## config.mk

```make
export PLATFORM = sky130hd
export DESIGN_NAME = yarb_mux_flat
export DESIGN_NICKNAME = d
export VERILOG_FILES = /design/src/rtl/yarb_pkg.sv /design/src/rtl/yarb_mux_if.sv /design/src/rtl/yarb_pick.sv /design/src/rtl/yarb_mux.sv /design/src/flat_wrapper.sv
export SDC_FILE = /design/constraint.sdc
export NUM_CORES = 1
export LEC_CHECK = 0
export CAP_MARGIN = 10
export CORE_MARGIN = 5
export CORE_UTILIZATION = 45
export CTS_BUF_LIST = sky130_fd_sc_hd__clkbuf_2 sky130_fd_sc_hd__clkbuf_4 sky130_fd_sc_hd__clkbuf_8
export DETAILED_ROUTE_END_ITERATION = 8
export DONT_BUFFER_PORTS = 1
export PLACE_DENSITY_LB_ADDON = 0.1
export SYNTH_ARGS = -nofsm -noshare
export SYNTH_HDL_FRONTEND = slang
export SYNTH_SLANG_ARGS = --single-unit
export TNS_END_PERCENT = 30
```

## constraint.sdc

```tcl
create_clock -name clk -period 3 [get_ports clk]
set_clock_uncertainty 0.05 [all_clocks]
set_input_delay 0.6 -clock clk [delete_from_list [all_inputs] [get_ports clk]]
set_output_delay 0.6 -clock clk [all_outputs]
set_load 0.05 [all_outputs]
```

## src/rtl/yarb_pkg.sv

```systemverilog
// yarb_pkg: shared arbitration-mode encodings and width helper for the yarb_mux slice
package yarb_pkg;
    localparam logic MODE_RR    = 1'b0;
    localparam logic MODE_FIXED = 1'b1;

    function automatic int clog2(input int n);
        int r;
        r = 0;
        while ((1 << r) < n) r++;
        return (r < 1) ? 1 : r;
    endfunction
endpackage

```

## src/rtl/yarb_mux_if.sv

```systemverilog
// yarb_mux_if: N-channel valid/ready ingress plus single registered egress
interface yarb_mux_if import yarb_pkg::*; #(
    parameter int N = 4,
    parameter int W = 8
) ();
    localparam int SELW = clog2(N);
    logic              mode;
    logic [N-1:0]      in_valid;
    logic [N*W-1:0]    in_data;
    logic [N-1:0]      in_ready;
    logic              out_valid;
    logic              out_ready;
    logic [W-1:0]      out_data;
    logic [SELW-1:0]   out_sel;

    modport slave (
        input  mode, in_valid, in_data, out_ready,
        output in_ready, out_valid, out_data, out_sel
    );
    modport master (
        output mode, in_valid, in_data, out_ready,
        input  in_ready, out_valid, out_data, out_sel
    );
endinterface

```

## src/rtl/yarb_pick.sv

```systemverilog
// yarb_pick: rotating-start priority search; fixed mode always starts at channel 0
module yarb_pick import yarb_pkg::*; #(
    parameter int N    = 4,
    parameter int SELW = clog2(N)
) (
    input  logic [N-1:0]    req,
    input  logic [SELW-1:0] start,
    input  logic            mode,
    output logic            gnt_valid,
    output logic [SELW-1:0] gnt_idx
);
    logic [SELW-1:0] base;
    logic [SELW-1:0] idx;

    always_comb begin
        base = (mode == MODE_FIXED) ? '0 : start;
        gnt_valid = |req;
        gnt_idx = '0;
        idx = '0;
        // Descending offsets so the nearest requester to base is written last
        for (int k = N - 1; k >= 0; k--) begin
            idx = SELW'((int'(base) + k) % N);
            if (req[idx]) gnt_idx = idx;
        end
    end
endmodule

```

## src/rtl/yarb_mux.sv

```systemverilog
// yarb_mux: N:1 arbitrated stream mux with one registered output stage
module yarb_mux import yarb_pkg::*; #(
    parameter int N = 4,
    parameter int W = 8
) (
    input logic clk,
    input logic reset,
    yarb_mux_if.slave bus
);
    localparam int SELW = clog2(N);

    logic            outValid;
    logic [W-1:0]    outData;
    logic [SELW-1:0] outSel;
    logic [SELW-1:0] ptr;
    logic            load;
    logic            take;
    logic            gntValid;
    logic [SELW-1:0] gntIdx;

    yarb_pick #(.N(N), .SELW(SELW)) pick (
        .req(bus.in_valid),
        .start(ptr),
        .mode(bus.mode),
        .gnt_valid(gntValid),
        .gnt_idx(gntIdx)
    );

    assign load = !outValid || bus.out_ready;
    assign take = load && gntValid && !reset;
    assign bus.in_ready = take ? (N'(1) << gntIdx) : '0;
    assign bus.out_valid = outValid;
    assign bus.out_data = outData;
    assign bus.out_sel = outSel;

    always_ff @(posedge clk) begin
        if (reset) begin
            outValid <= 1'b0;
            outData <= '0;
            outSel <= '0;
            ptr <= '0;
        end else if (take) begin
            outValid <= 1'b1;
            outData <= bus.in_data[gntIdx * W +: W];
            outSel <= gntIdx;
            if (bus.mode == MODE_RR) ptr <= (int'(gntIdx) == N - 1) ? '0 : gntIdx + SELW'(1);
        end else if (bus.out_ready) begin
            outValid <= 1'b0;
        end
    end
endmodule

```

## src/flat_wrapper.sv

```systemverilog
// flat-port wrapper written by rule: the top's interface ports become plain ports
module yarb_mux_flat import yarb_pkg::*;
#(
    parameter int N = 4,
    parameter int W = 8
)
  (clk, reset, bus_mode, bus_in_valid, bus_in_data, bus_out_ready, bus_in_ready, bus_out_valid, bus_out_data, bus_out_sel);
  yarb_mux_if #(.N(N), .W(W)) bus_i ();
  input logic clk;
  input logic reset;
  input wire logic [$bits(bus_i.mode)-1:0] bus_mode;
  input wire logic [$bits(bus_i.in_valid)-1:0] bus_in_valid;
  input wire logic [$bits(bus_i.in_data)-1:0] bus_in_data;
  input wire logic [$bits(bus_i.out_ready)-1:0] bus_out_ready;
  output wire logic [$bits(bus_i.in_ready)-1:0] bus_in_ready;
  output wire logic [$bits(bus_i.out_valid)-1:0] bus_out_valid;
  output wire logic [$bits(bus_i.out_data)-1:0] bus_out_data;
  output wire logic [$bits(bus_i.out_sel)-1:0] bus_out_sel;
  assign bus_i.mode = bus_mode;
  assign bus_i.in_valid = bus_in_valid;
  assign bus_i.in_data = bus_in_data;
  assign bus_i.out_ready = bus_out_ready;
  assign bus_in_ready = bus_i.in_ready;
  assign bus_out_valid = bus_i.out_valid;
  assign bus_out_data = bus_i.out_data;
  assign bus_out_sel = bus_i.out_sel;
  yarb_mux #(.N(N), .W(W)) u_core (.clk(clk), .reset(reset), .bus(bus_i));
endmodule
```

==> flow_summary.json, run 1 <==
{
  "hpwl_um": 1920,
  "synth-async-reset-ratio_pct": 0,
  "antenna_cells": 0,
  "placed_cells": 145,
  "cp_cell_sequence": "o311ai_0 -> nand3b_1 -> mux2_4 -> ha_1 -> and2_1 -> buf_12",
  "synth_cells": 119,
  "ant_nets": 0,
  "firstDrtPassIters": 4,
  "layout.nets": 163,
  "synth_area_leaders": "dfxtp_1, mux2i_1, mux2_4",
  "clock-sinks": 13,
  "fp.dieW_um": 57.4,
  "cp.depth": 6,
  "chipHeight_um": 57.4,
  "layout.cells.non_filler": 149,
  "synth_seq_cells": 13,
  "status": "completed",
  "cp_max_fo": 13,
  "hold_viol": 0,
  "fillCellCount": 213,
  "num_vias": 915,
  "cts_max_level": 1,
  "setup_violations": 0,
  "crit_family": "compound AO/OA/AOI/OAI gates",
  "wl_per_cell_um": 17.2,
  "syn_nets": 160,
  "clk_latency_ns": 0.28,
  "worst_setup_path_startpoint": "u_core.ptr[0]$_SDFFE_PP0P_",
  "clock_path_buffers": 2,
  "vias_per_cell": 6.14,
  "ys.flop_type": "dfxtp_1",
  "route.detailed.drc": 0,
  "grt_pass1_wl_um": 4280,
  "endpoint_kind": "primary output",
  "drv_slew": 0,
  "cts_tree": "done",
  "max-cap-violations": 0,
  "r2r_cells": 7,
  "antenna_found_initial": 0,
  "grtUsageTotal_pct": 16.1,
  "yosysWarnings": 0,
  "peakVddDrop_mv": 0.405,
  "p_seq_share_pct": 50.9,
  "syn-cell-area_um2": 1010,
  "synth.largest_area_cell": "dfxtp_1",
  "finalCritPeriodShare_pct": 92.5,
  "synth_edf_count": 0,
  "slew_headroom_pct": 58.0,
  "cts_root_buf": "clkbuf_4",
  "drt_iter0_markers": 12,
  "cp_num_buf_inv": 1,
  "fmax_mhz": 360,
  "ys_seq_area_share_pct": 25.7,
  "die_area_um2": 3300,
  "p_leak_nw": 0.422,
  "clkSlewWorstSetupHoldPaths_ns": 0.08,
  "cts_buffers": 3,
  "hp-class": "in -> reg",
  "grt_pass1_vias": 956,
  "drive_gt1_share_pct": 22.3,
  "pwr-share-comb_pct": 27.7,
  "port_buffers": 0,
  "routed_wl_um": 2570,
  "power.density_nw_per_um2": 499,
  "p_sw_share_pct": 40.5,
  "place.gp.congestion": 0.699,
  "avgSynthCellArea_um2": 8.51,
  "fin_setup_tns_ns": 0,
  "p_switching_mw": 0.226,
  "yosysMostFrequentCell": "nand3_1",
  "synth_top_area_share_pct": 25.7,
  "synthTopCellsByCount": "nand3_1, dfxtp_1, nor2_1, mux2i_1, a221o_1",
  "r2r_setup_slack_ns": 0.60,
  "p_clk_share_pct": 21.4,
  "start_util_pct": 46.7,
  "worst_pin_slew_ns": 0.628,
  "hold_buffers": 0,
  "worst_setup_path_start_kind": "flip-flop",
  "rsz0062_at_grt": "no",
  "reg2reg_from": "u_core.ptr[1]$_SDFFE_PP0P_",
  "reg2reg_to": "u_core.bus.out_data[6]$_SDFFE_PP0P_",
  "max_stage_delay_ns": 0.43,
  "critPathKind": "reg -> out",
  "required_ns": 2.35,
  "grt_max_degree": 20,
  "crit_end": "bus_in_ready[3]",
  "pin_count": 55,
  "slowest_stage": "o311ai_0",
  "internal_power_mw": 0.333,
  "area_delta_synth_final_pct": 10.6,
  "layout_min_cycle_time_ns": 2.77,
  "core_area_um2": 2170,
  "worstPathArrival_ns": 2.12,
  "rows": 17,
  "synth_cell_type_count": 31,
  "grt_overflow_total": 0
}
==> worst min path at each step <==
stage                          startpoint                                 end  cells after the start
5_1_grt                             reset          u_core.ptr[1]$_SDFFE_PP0P_                      1
6_report                            reset          u_core.ptr[1]$_SDFFE_PP0P_                      1
3_3_place_gp   u_core.ptr[0]$_SDFFE_PP0P_          u_core.ptr[0]$_SDFFE_PP0P_                      2
3_5_place_dp   u_core.ptr[0]$_SDFFE_PP0P_          u_core.ptr[0]$_SDFFE_PP0P_                      2
4_1_cts                             reset  u_core.bus.out_sel[1]$_SDFFE_PP0P_                      1
2_1_floorplan  u_core.ptr[1]$_SDFFE_PP0P_          u_core.ptr[1]$_SDFFE_PP0P_                      3
==> layer usage <==
layer | routed length (um) | global-route usage, % | part of all wire (%)
met2 | 1190 | 26.1 | 46
met1 | 1090 | 18.9 | 42
met5 | 0 | 0 | 0
met3 | 268 | 7.92 | 10
met4 | 24 | 3.97 | 0.94
==> cell type report <==
cell class              count  area [um2]  share of cell area (%)
multi-input cells          94         699                    62.5
flip-flops and latches     13         263                    23.5
repair buffers              8        85.1                    7.60
well taps                  28        35.0                    3.13
clock buffers               4        30.0                    2.68
inverters                   2        7.51                   0.670
==> cells by family (layout without fill, tap and decap cells) <==
kind of cell | Yosys count | count (layout) | share of synthesized area [%]
buf+inv | 12 | 14 | 6.43
mux | 19 | 19 | 22.1
compound gates | 23 | 23 | 18.7
flops | 13 | 13 | 25.7
simple gates | 51 | 51 | 25.8
fa+ha+maj | 1 | 1 | 1.24
==> registers in the layout, summed over array words and instances (netlist names) <==
signal,flops
u_core.bus.out_data,8
u_core.bus.out_sel,2
u_core.bus.out_valid,1
u_core.ptr,2
==> cells in the final DEF, fill, tap and decap left out <==
master,instances
a221o_1,8
nor2_2,1
dfxtp_1,11
mux2_4,6
nor2b_1,5
a21bo_1,1
o41ai_2,1
o21ai_0,2
and4_1,1
dfxtp_2,2
mux2_2,3
o311ai_0,2
and2_1,2
nor4_1,1
nor3_2,2
inv_1,2
buf_12,2
or3_1,1
nand4bb_1,1
a21oi_1,6
nor2_1,11
o21bai_1,1
nand3_1,17
ha_1,1
mux2i_1,10
buf_4,6
clkbuf_4,4
nand3b_1,1
o2bb2ai_1,1
nand2_1,5
a311oi_1,1
nand2b_1,3
==> what timing repair did <==
action	4_1_cts	5_1_grt
endpoints found under the setup margin	0	1
hold endpoints to repair	0	0
setup buffers	0	0
resized for setup	0	2
==> per-stage QoR <==
stage	utilization, %	power, mW	setup WS (ns)	instance area (um2)	hold WS [ns]
after floorplan	-	0.416	-0.190	1020	0.549
after global placement	50.1	0.441	0.374	1090	0.583
after detailed placement	50.1	0.445	0.296	1090	0.597
after CTS	51.5	0.565	0.111	1120	0.323
after global routing	51.6	0.589	0.103	1120	0.311
final	51.6	0.559	0.225	1120	0.324
==> power groups by stage <==
stage	combinational, mW	clock (mW)	sequential, mW
2_1_floorplan	0.136	0	0.280
3_3_place_gp	0.153	0	0.289
3_5_place_dp	0.156	0	0.289
4_1_cts	0.156	0.124	0.285
5_1_grt	0.169	0.132	0.288
6_report	0.155	0.119	0.284
(Power assumes the default switching activity.)
==> run 2: changes to the inputs <==
--- a/config.mk
+++ b/config.mk
@@ -5,7 +5,7 @@
 export SDC_FILE = /design/constraint.sdc
 export NUM_CORES = 1
 export LEC_CHECK = 0
-export CAP_MARGIN = 10
+export CAP_MARGIN = 20
 export CORE_MARGIN = 5
 export CORE_UTILIZATION = 45
 export CTS_BUF_LIST = sky130_fd_sc_hd__clkbuf_2 sky130_fd_sc_hd__clkbuf_4 sky130_fd_sc_hd__clkbuf_8
==> results of run 2 <==
Same layout as run 1: the final DEF is identical, and so are final timing and power.
==> run 3: changes to the inputs <==
--- a/config.mk
+++ b/config.mk
@@ -12,6 +12,9 @@
 export DETAILED_ROUTE_END_ITERATION = 8
 export DONT_BUFFER_PORTS = 1
 export PLACE_DENSITY_LB_ADDON = 0.1
+export REMOVE_ABC_BUFFERS = 1
+export SETUP_SLACK_MARGIN = 0.02
+export SKIP_CTS_REPAIR_TIMING = 1
 export SYNTH_ARGS = -nofsm -noshare
 export SYNTH_HDL_FRONTEND = slang
 export SYNTH_SLANG_ARGS = --single-unit
==> run 3 against run 2 <==
Effect of this change: non-clock buffer count is 1 higher; global-route usage is 1.6 points lower; utilization down 0.58 points; sequential cell count unchanged; via count shrank 1.3%; first-iteration DRC count increased by 17%; register-to-register slack got worse by 0.03 ns; cell area is 1.1% lower; combinational power hardly changed; critical path depth up 2; die area did not move.
==> flow_summary.json, run 3 (synthesized netlist as in run 1, its figures left out) <==
{
  "vias_per_cell": 6.02,
  "reg2reg_from": "u_core.ptr[1]$_SDFFE_PP0P_",
  "hp-class": "in -> reg",
  "port_buffers": 0,
  "final_common_cell": "nand3_1",
  "endpoint_kind": "primary output",
  "pin_count": 55,
  "p_leak_nw": 0.423,
  "cts_buffers": 3,
  "antenna_cells": 0,
  "hold_slack_ns": 0.325,
  "place.gp.congestion": 0.744,
  "status": "completed",
  "drv_slew": 0,
  "setup_violations": 0,
  "antenna_found_initial": 0,
  "hpwl_um": 1890,
  "layout.nets": 164,
  "clk_latency_ns": 0.28,
  "core_area_um2": 2170,
  "drt_iter0_markers": 14,
  "layout.cells.non_filler": 150,
  "routed_wl_um": 2530,
  "cp_max_fo": 13,
  "layout_common_cells": "nand3_1, nor2_1, dfxtp_1",
  "grt_max_degree": 14,
  "finalCritPeriodShare_pct": 94.4,
  "clock-sinks": 13,
  "cts_tree": "done",
  "r2r_setup_slack_ns": 0.57,
  "ant_nets": 0,
  "slew_headroom_pct": 60.4,
  "rows": 17,
  "peakVddDrop_mv": 0.285,
  "clkSlewWorstSetupHoldPaths_ns": 0.08,
  "area_delta_synth_final_pct": 9.39,
  "fillCellCount": 220,
  "hold_viol": 0,
  "grtUsageTotal_pct": 14.5,
  "drive_gt1_share_pct": 21.3,
  "worst_pin_slew_ns": 0.592,
  "fin_setup_tns_ns": 0,
  "route.detailed.drc": 0,
  "crit_end": "bus_in_ready[3]",
  "power.density_nw_per_um2": 502,
  "layout_min_cycle_time_ns": 2.83,
  "fp.dieW_um": 57.4,
  "placed_cells": 146,
  "die_area_um2": 3300,
  "cts_max_level": 1,
  "largest_reg_flops": 8,
  "placed_area_um2": 1070,
  "grt_pass1_vias": 783,
  "worstPathArrival_ns": 2.18,
  "rsz0062_at_grt": "no",
  "grt_pass1_wl_um": 3780,
  "chipHeight_um": 57.4,
  "r2r_cells": 7,
  "firstDrtPassIters": 4,
  "start_util_pct": 46.7,
  "critPathKind": "reg -> out",
  "hold_depth": 1,
  "final_area_um2": 1110,
  "reg2reg_to": "u_core.bus.out_data[6]$_SDFFE_PP0P_",
  "fmax_mhz": 353,
  "worst_setup_path_startpoint": "u_core.ptr[0]$_SDFFE_PP0P_",
  "wl_per_cell_um": 16.9,
  "max-cap-violations": 0,
  "clock_path_buffers": 2,
  "postLayoutCoreUtil_pct": 51.0,
  "grt_overflow_total": 0,
  "num_vias": 903,
  "worst_setup_path_start_kind": "flip-flop",
  "cts_root_buf": "clkbuf_4",
  "required_ns": 2.35
}
[run 3: cell count changes in the layout (fill, tap and decap cells not counted), sizes merged]
cell / previous run / this run
buf: 8 / 9
[run 3: area by class of cell]
class                      instances  area (um2)  share of cell area (%)
multi-input combinational         94         692                    62.5
sequential                        13         263                    23.7
timing repair buffer               9        80.1                    7.23
tap                               28        35.0                    3.16
clock buffer                       4        30.0                    2.71
inverter                           2        7.51                   0.678
[run 3: stage by stage]
| stage | worst slack (ns) | total power, mW |
|---|---|---|
| finish | 0.167 | 0.556 |
| global route | 0.0551 | 0.586 |
| CTS | 0.0429 | 0.561 |
| detailed placement | 0.283 | 0.441 |
| global placement | 0.311 | 0.439 |
| floorplan | -0.331 | 0.400 |
[run 3: metal layers]
metal / GRT usage [%] / vias to the layer above / wire (um)
li1: - / 452 / -
met1: 16.1 / 406 / 1040
met2: 24.2 / 41 / 1180
met3: 6.11 / 4 / 264
met4: 5.96 / 0 / 42
met5: 0 / - / 0
[run 3: worst min-delay path by stage]
| stage | startpoint | slack [ns] | endpoint |
|---|---|---|---|
| after floorplan | u_core.ptr[0]$_SDFFE_PP0P_ | 0.52 | u_core.ptr[0]$_SDFFE_PP0P_ |
| after global placement | u_core.ptr[0]$_SDFFE_PP0P_ | 0.57 | u_core.ptr[0]$_SDFFE_PP0P_ |
| after detailed placement | u_core.ptr[0]$_SDFFE_PP0P_ | 0.58 | u_core.ptr[0]$_SDFFE_PP0P_ |
| after CTS | reset | 0.32 | u_core.bus.out_sel[1]$_SDFFE_PP0P_ |
| after global routing | reset | 0.31 | u_core.bus.out_sel[1]$_SDFFE_PP0P_ |
| final | reset | 0.32 | u_core.ptr[1]$_SDFFE_PP0P_ |
[run 3: where the power goes]
part           internal, mW  total [mW]  switching [mW]  leakage [nW]
combinational        0.0760       0.153          0.0773         0.296
sequential            0.195       0.285          0.0895         0.109
clock                0.0606       0.118          0.0579        0.0184
total                 0.332       0.556           0.225         0.423
[run 3: critical path, stage by stage (launching register included)]
cell and delay (ns):
dfxtp_2 0.45, mux2i_1 0.10, o2bb2ai_1 0.23, o41ai_2 0.11, nand3b_1 0.11, mux2_4 0.40, ha_1 0.20, and2_1 0.16
buf_12 0.15
